### config.mk
export PLATFORM = sky130hd
export DESIGN_NAME = sseg_scan_decoder_flat
export DESIGN_NICKNAME = d
export VERILOG_FILES = /design/src/rtl/sseg_pkg.sv /design/src/rtl/sseg_scan_decoder_if.sv /design/src/rtl/sseg_char_decode.sv /design/src/rtl/sseg_scan_decoder.sv /design/src/flat_wrapper.sv
export SDC_FILE = /design/constraint.sdc
export NUM_CORES = 1
export LEC_CHECK = 0
export CAP_MARGIN = 25
export CORE_MARGIN = 4
export CORE_UTILIZATION = 57
export DETAILED_ROUTE_END_ITERATION = 10
export GPL_ROUTABILITY_DRIVEN = 0
export PLACE_DENSITY = 0.87
export SETUP_SLACK_MARGIN = 0.05
export SLEW_MARGIN = 20
export SYNTH_ARGS = -nofsm -noshare
export SYNTH_HDL_FRONTEND = slang
export SYNTH_SLANG_ARGS = --single-unit
### constraint.sdc
create_clock -name clk -period 3.3 [get_ports clk]
set_input_delay 0.66 -clock clk [delete_from_list [all_inputs] [get_ports clk]]
set_output_delay 0.66 -clock clk [all_outputs]
set_load 0.01 [all_outputs]
### src/rtl/sseg_pkg.sv
// Shared definitions for the seven-segment scan monitor: segment codes, FSM state type,
// and the segment/anode decode helpers reused by the display driver self-check.
package sseg_pkg;

  // Active-low segment codes, bit order {g,f,e,d,c,b,a}
  localparam logic [6:0] SEG_0     = 7'h40;
  localparam logic [6:0] SEG_1     = 7'h79;
  localparam logic [6:0] SEG_2     = 7'h24;
  localparam logic [6:0] SEG_3     = 7'h30;
  localparam logic [6:0] SEG_4     = 7'h19;
  localparam logic [6:0] SEG_5     = 7'h12;
  localparam logic [6:0] SEG_6     = 7'h02;
  localparam logic [6:0] SEG_7     = 7'h78;
  localparam logic [6:0] SEG_8     = 7'h00;
  localparam logic [6:0] SEG_9     = 7'h10;
  localparam logic [6:0] SEG_A     = 7'h08;
  localparam logic [6:0] SEG_B     = 7'h03;
  localparam logic [6:0] SEG_C     = 7'h46;
  localparam logic [6:0] SEG_D     = 7'h21;
  localparam logic [6:0] SEG_E     = 7'h06;
  localparam logic [6:0] SEG_F     = 7'h0E;
  localparam logic [6:0] SEG_BLANK = 7'h7F;

  typedef enum logic [1:0] {
    WAIT   = 2'd0,
    SETTLE = 2'd1,
    HOLD   = 2'd2
  } sseg_state_e;

  // Blank and every non-hex pattern decode to 0 with err set.
  function automatic void seg_to_hex(input logic [6:0] seg, output logic [3:0] nib, output bit err);
    err = 1'b0;
    nib = 4'h0;
    case (seg)
      SEG_0:   nib = 4'h0;
      SEG_1:   nib = 4'h1;
      SEG_2:   nib = 4'h2;
      SEG_3:   nib = 4'h3;
      SEG_4:   nib = 4'h4;
      SEG_5:   nib = 4'h5;
      SEG_6:   nib = 4'h6;
      SEG_7:   nib = 4'h7;
      SEG_8:   nib = 4'h8;
      SEG_9:   nib = 4'h9;
      SEG_A:   nib = 4'hA;
      SEG_B:   nib = 4'hB;
      SEG_C:   nib = 4'hC;
      SEG_D:   nib = 4'hD;
      SEG_E:   nib = 4'hE;
      SEG_F:   nib = 4'hF;
      default: err = 1'b1;
    endcase
  endfunction

  // A digit is being shown only when exactly one anode is driven low.
  function automatic logic anode_legal(input logic [3:0] an);
    return (an == 4'b1110) || (an == 4'b1101) || (an == 4'b1011) || (an == 4'b0111);
  endfunction

  function automatic logic [1:0] anode_index(input logic [3:0] an);
    logic [1:0] idx;
    idx = 2'd0;
    case (an)
      4'b1101: idx = 2'd1;
      4'b1011: idx = 2'd2;
      4'b0111: idx = 2'd3;
      default: idx = 2'd0;
    endcase
    return idx;
  endfunction

endpackage

### src/rtl/sseg_scan_decoder_if.sv
// Multiplexed seven-segment display lines (all active-low). The display driver is the
// master; monitors such as sseg_scan_decoder attach as slaves and only observe.
interface sseg_scan_decoder_if;
  logic [3:0] an;
  logic [6:0] seg;
  logic       dp;

  modport master (output an, output seg, output dp);
  modport slave  (input  an, input  seg, input  dp);
endinterface

### src/rtl/sseg_char_decode.sv
// Combinational segment-pattern to hex-nibble decoder; err flags blank or non-hex patterns.
module sseg_char_decode
  import sseg_pkg::*;
(
  input  logic [6:0] seg,
  output logic [3:0] nib,
  output logic       err
);

  bit err_b;

  always_comb begin
    nib   = 4'h0;
    err_b = 1'b0;
    seg_to_hex(seg, nib, err_b);
    err   = err_b;
  end

endmodule

### src/rtl/sseg_scan_decoder.sv
// Receive-side monitor for a 4-digit scanned seven-segment display: reconstructs the
// shown 16-bit hex value and decimal points from the active-low an/seg/dp lines.
module sseg_scan_decoder
  import sseg_pkg::*;
#(
  parameter int SETTLE_CYCLES  = 4,
  parameter int TIMEOUT_CYCLES = 1048576
) (
  input  logic                 clk,
  input  logic                 rst_n,
  sseg_scan_decoder_if.slave   disp,
  // Frame output has no backpressure: frame_valid is a single-cycle pulse and
  // value/dp_mask/frame_err hold the committed frame until the next pulse.
  output logic [15:0]          value,
  output logic [3:0]           dp_mask,
  output logic                 frame_valid,
  output logic                 frame_err,
  output logic                 stale,
  output sseg_state_e          state
);

  localparam int         TW         = $clog2(TIMEOUT_CYCLES + 1);
  localparam logic [TW-1:0] TLIM    = TW'(TIMEOUT_CYCLES);
  localparam logic [3:0] SETTLE_LIM = 4'(SETTLE_CYCLES);

  logic [3:0]       an_r;
  logic [6:0]       seg_r;
  logic             dp_r;
  logic [3:0]       an_lat;
  logic [3:0]       settle_cnt;
  logic [3:0]       settle_next;
  logic             settle_hit;
  logic             do_sample;
  logic [1:0]       samp_idx;
  logic [3:0]       dec_nib;
  logic             dec_err;
  logic [3:0][3:0]  staging;
  logic [3:0]       staging_dp;
  logic             staging_err;
  logic [3:0]       seen;
  logic [TW-1:0]    tcnt;

  // All decisions are made on registered copies of the display lines.
  always_ff @(posedge clk or negedge rst_n) begin
    if (!rst_n) begin
      an_r  <= 4'hF;
      seg_r <= SEG_BLANK;
      dp_r  <= 1'b1;
    end else begin
      an_r  <= disp.an;
      seg_r <= disp.seg;
      dp_r  <= disp.dp;
    end
  end

  sseg_char_decode u_char_decode (
    .seg (seg_r),
    .nib (dec_nib),
    .err (dec_err)
  );

  assign settle_next = settle_cnt + 4'd1;
  assign settle_hit  = (settle_next >= SETTLE_LIM);
  assign do_sample   = (state == SETTLE) && (an_r == an_lat) && settle_hit;
  assign samp_idx    = anode_index(an_lat);

  always_ff @(posedge clk or negedge rst_n) begin
    if (!rst_n) begin
      state      <= WAIT;
      settle_cnt <= 4'd0;
      an_lat     <= 4'hF;
    end else begin
      case (state)
        WAIT: begin
          if (anode_legal(an_r)) begin
            state      <= SETTLE;
            settle_cnt <= 4'd1;
            an_lat     <= an_r;
          end
        end
        SETTLE: begin
          if (an_r != an_lat) begin
            state      <= WAIT;
            settle_cnt <= 4'd0;
          end else begin
            settle_cnt <= settle_next;
            if (settle_hit) state <= HOLD;
          end
        end
        HOLD: begin
          // A new digit always passes through WAIT so it gets a full settle window.
          if (an_r != an_lat) begin
            state      <= WAIT;
            settle_cnt <= 4'd0;
          end
        end
        default: begin
          state      <= WAIT;
          settle_cnt <= 4'd0;
        end
      endcase
    end
  end

  // Staging and commit. A sample taken in the commit cycle starts the next frame.
  always_ff @(posedge clk or negedge rst_n) begin
    if (!rst_n) begin
      staging     <= '0;
      staging_dp  <= 4'h0;
      staging_err <= 1'b0;
      seen        <= 4'h0;
      value       <= 16'h0000;
      dp_mask     <= 4'h0;
      frame_err   <= 1'b0;
      frame_valid <= 1'b0;
    end else begin
      if (do_sample) begin
        staging[samp_idx]    <= dec_nib;
        staging_dp[samp_idx] <= ~dp_r;
      end
      if (seen == 4'hF) begin
        value       <= staging;
        dp_mask     <= staging_dp;
        frame_err   <= staging_err;
        frame_valid <= 1'b1;
        seen        <= do_sample ? (4'b0001 << samp_idx) : 4'h0;
        staging_err <= do_sample & dec_err;
      end else begin
        frame_valid <= 1'b0;
        if (do_sample) begin
          seen[samp_idx] <= 1'b1;
          staging_err    <= staging_err | dec_err;
        end
      end
    end
  end

  // Saturating idle counter; stale flags a display that has stopped scanning.
  always_ff @(posedge clk or negedge rst_n) begin
    if (!rst_n) begin
      tcnt  <= '0;
      stale <= 1'b0;
    end else if (do_sample) begin
      tcnt  <= '0;
      stale <= 1'b0;
    end else if (tcnt != TLIM) begin
      tcnt  <= tcnt + TW'(1);
      stale <= ((tcnt + TW'(1)) == TLIM);
    end
  end

endmodule

### src/flat_wrapper.sv
// flat-port wrapper written by rule: the top's interface ports become plain ports
module sseg_scan_decoder_flat import sseg_pkg::*;
#(
  parameter int SETTLE_CYCLES  = 4,
  parameter int TIMEOUT_CYCLES = 1048576
)
  (clk, rst_n, value, dp_mask, frame_valid, frame_err, stale, state, disp_an, disp_seg, disp_dp);
  sseg_scan_decoder_if disp_i ();
  input  logic clk;
  input  logic rst_n;
  output logic [15:0] value;
  output logic [3:0] dp_mask;
  output logic frame_valid;
  output logic frame_err;
  output logic stale;
  output sseg_state_e state;
  input wire logic [$bits(disp_i.an)-1:0] disp_an;
  input wire logic [$bits(disp_i.seg)-1:0] disp_seg;
  input wire logic [$bits(disp_i.dp)-1:0] disp_dp;
  assign disp_i.an = disp_an;
  assign disp_i.seg = disp_seg;
  assign disp_i.dp = disp_dp;
  sseg_scan_decoder #(.SETTLE_CYCLES(SETTLE_CYCLES), .TIMEOUT_CYCLES(TIMEOUT_CYCLES)) u_core (.clk(clk), .rst_n(rst_n), .disp(disp_i), .value(value), .dp_mask(dp_mask), .frame_valid(frame_valid), .frame_err(frame_err), .stale(stale), .state(state));
endmodule
==> results.yml <==
outcome:
  outcome: "completed"
global_route:
  grt_pass1_wl_um: 14540
  antenna_found_initial: 0
  grt_pass1_vias: 3094
  overflow: 0
  grt_usage_pct: 20.56
  grt_max_degree: 61
yosys:
  syn_inst: 433
  syn_area_um2: 4282
  synth-warning-count: 0
  ys_types: 51
  syn_area_per_cell_um2: 9.888
  yosysMostFrequentCell: "nand2_1"
  async_flop_share_pct: 100.0
  synth_top_cell_by_area: "dfrtp_1"
  netlist.area_leader.share_pct: 43.83
  synth_nets: 450
  synth_commonest_cells: "94 x nand2_1, 75 x dfrtp_1, 33 x nor2_1, 21 x mux2_2, 17 x clkbuf_1"
  synth_flop_cell: "dfrtp_1"
  ys_ff_latch: 91
  synth_edf_count: 0
  synth_area_leaders: "dfrtp_1 44%, dfstp_2 9.8%, nand2_1 8.2%"
  ys_seq_area_share_pct: 53.65
placement:
  port_buffers: 38
  dp_hpwl_um: 5813
  post_dp_cell_area_um2: 4733
flow_run:
  maxCapViolations: 0
finish:
  stdcell_area_um2: 4947
  drive_gt1_share_pct: 13.49
  antenna_cells: 0
  area_growth_pct: 15.55
  nNetsFinal: 479
clock_tree:
  ctsHtreeMaxLevel: 3
  cts.clk_slew.worst_paths_ns: 0.09
  ctsResizeCount: 0
  cts_root_buffer: "clkbuf_8"
  numCtsBuffers: 9
  clock_sinks: 91
  cts_tree: "done"
  cts_hold_buf: 0
  clk_latency_ns: 0.37
  post-cts-setup-buffer-count: 0
  clockBufferDepth: 2
power_and_ir_drop:
  p_per_area_nw_per_um2: 476.3
  ir_drop_v: 0.0003164
  p_int_mw: 1.699
  pwr-share-seq_pct: 55.3
  leakagePower_nw: 2.263
  combinationalPowerShare_pct: 10.8
  swShare_pct: 27.90
  clkPwrFrac_pct: 34.0
  switchingPower_mw: 0.6575
sta:
  fin_setup_tns_ns: 0
  slew_viol_final: 0
  setup_violations: 0
  hold_violations: 0
  period_share_pct: 76.59
  tightest_slew_ns: 0.5928
  fin_skew_ns: 0.01510
  fmax_ghz: 0.3956
  fin_crit_ns: 2.528
  grt_setup_unrepaired: "no"
  slew_headroom_pct: 60.12
routing:
  avgRoutedWirePerCell_um: 14.82
  drt_pass1_iterations: 5
  drc: 0
  wl_um: 8388
  dr_total_vias: 3261
  ant_nets: 0
  drt_iter0_drc: 267
  viasPerCell: 5.761
floorplanning:
  die_h_um: 94.67
  row_count: 31
  core_um2: 7292
  die_w_um: 94.67
  start_util_pct: 58.72
  die_area_um2: 8962
  io_pins: 39
hold_path:
  holdCritPathClass: "in -> async"
setup_path:
  start_kind: "flip-flop"
  end_kind: "flip-flop"
  cp_data_required_time_ns: 3.60
  path_class: "reg -> reg"
  cp_max_fo: 12
  rrSetupSlack_ns: 0.77
  cp.arrival_ns: 2.83
[final cells by class]
type | instances | area (um^2)
fill | 603 | 2345
sequential | 91 | 2297
multi-input combinational | 308 | 1847
timing repair buffer | 42 | 427.9
clock buffer | 10 | 137.6
tap | 99 | 123.9
clock inverter | 6 | 76.32
inverter | 10 | 37.54
[cells in the final DEF (no fill, tap or decap), types with 3 or more instances in the layout]
cell type,Yosys,layout
nand2b_1,3,3
o21ai_0,14,14
xor2_1,15,15
inv_1,10,10
nand2_1,94,94
and2_1,3,3
dfrtp_1,75,75
a21oi_1,7,7
and3_1,3,3
nor4_1,14,14
a31oi_1,4,4
dfstp_2,16,16
buf_4,1,4
a21o_1,3,3
ha_1,3,3
nor2_1,33,33
clkdlybuf4s50_1,0,37
nand3_1,10,10
nand4_1,13,13
nor3_1,12,12
xnor2_1,14,14
mux2_2,21,21
mux2i_1,4,4
inv_6,0,4
nor2b_1,7,7
clkbuf_8,0,10
[per-stage QoR]
step                hold slack (ns)  instances  util, %  setup WS [ns]  total power [mW]
floorplan                    0.3644        433        -          1.024             1.484
global placement             0.4526        549    64.53         0.9107             1.547
detailed placement           0.4593        550    64.91         0.8167             1.570
CTS                          0.2305        566    67.84         0.7900             2.373
global route                 0.2494        566    67.84         0.4688             2.476
finish                       0.2292        566    67.84         0.7724             2.356
[power by group through the flow]
stage	clock [mW]	combinational [mW]	sequential (mW)
final	0.800	0.254	1.30
after global routing	0.872	0.287	1.32
after CTS	0.820	0.255	1.30
after detailed placement	0	0.252	1.32
after global placement	0	0.239	1.31
after floorplan	0	0.222	1.26
[metal layers]
layer	track usage, %	wire (um)
met1	28.57	3779
met3	4.462	479
met5	0	0
met4	8.173	164
met2	31.59	3964
[logic make-up (layout without fill, tap and decap cells)]
kind of cell	count (synthesis)	in the layout	synth area share, %
simple gates	205	205	22.65
flops	91	91	53.65
compound gates	46	46	7.218
xor+xnor	29	29	5.932
fa+ha+maj	3	3	0.8768
mux	25	25	6.458
buf+inv	34	68	3.214
[worst max-delay path: stages (launching register included)]
cell,delay [ns]
dfrtp_1,0.49
nand4_1,0.44
nor3_1,0.59
nand4_1,0.17
a311o_1,0.40
nor4_1,0.23
a32o_1,0.15
[sequential cells by signal, indices dropped and copies added (netlist names)]
name                count
u_core.stale            1
u_core.seen             4
u_core.tcnt            21
u_core.frame_valid      1
u_core.settle_cnt       4
u_core.state            2
u_core.dp_mask          4
u_core.value           16
u_core.an_r             4
u_core.dp_r             1
u_core.staging_dp       4
u_core.staging_err      1
u_core.frame_err        1
u_core.seg_r            7
u_core.an_lat           4
u_core.staging         16
[path summary, 6_finish.rpt]
path                                        startpoint  cells after the start                     endpoint
max reg2reg                 u_core.tcnt[3]$_DFFE_PN0P_                      6     u_core.stale$_DFFE_PN0P_
max in group asynchronous                        rst_n                      2        u_core.dp_r$_DFF_PN1_
min in group clk           u_core.value[0]$_DFFE_PN0P_                      2  u_core.value[0]$_DFFE_PN0P_
max                         u_core.tcnt[3]$_DFFE_PN0P_                      6     u_core.stale$_DFFE_PN0P_
min reg2reg                u_core.value[0]$_DFFE_PN0P_                      2  u_core.value[0]$_DFFE_PN0P_
min                                              rst_n                      1  u_core.state[0]$_DFFE_PN0P_
(Power assumes the default switching activity.)
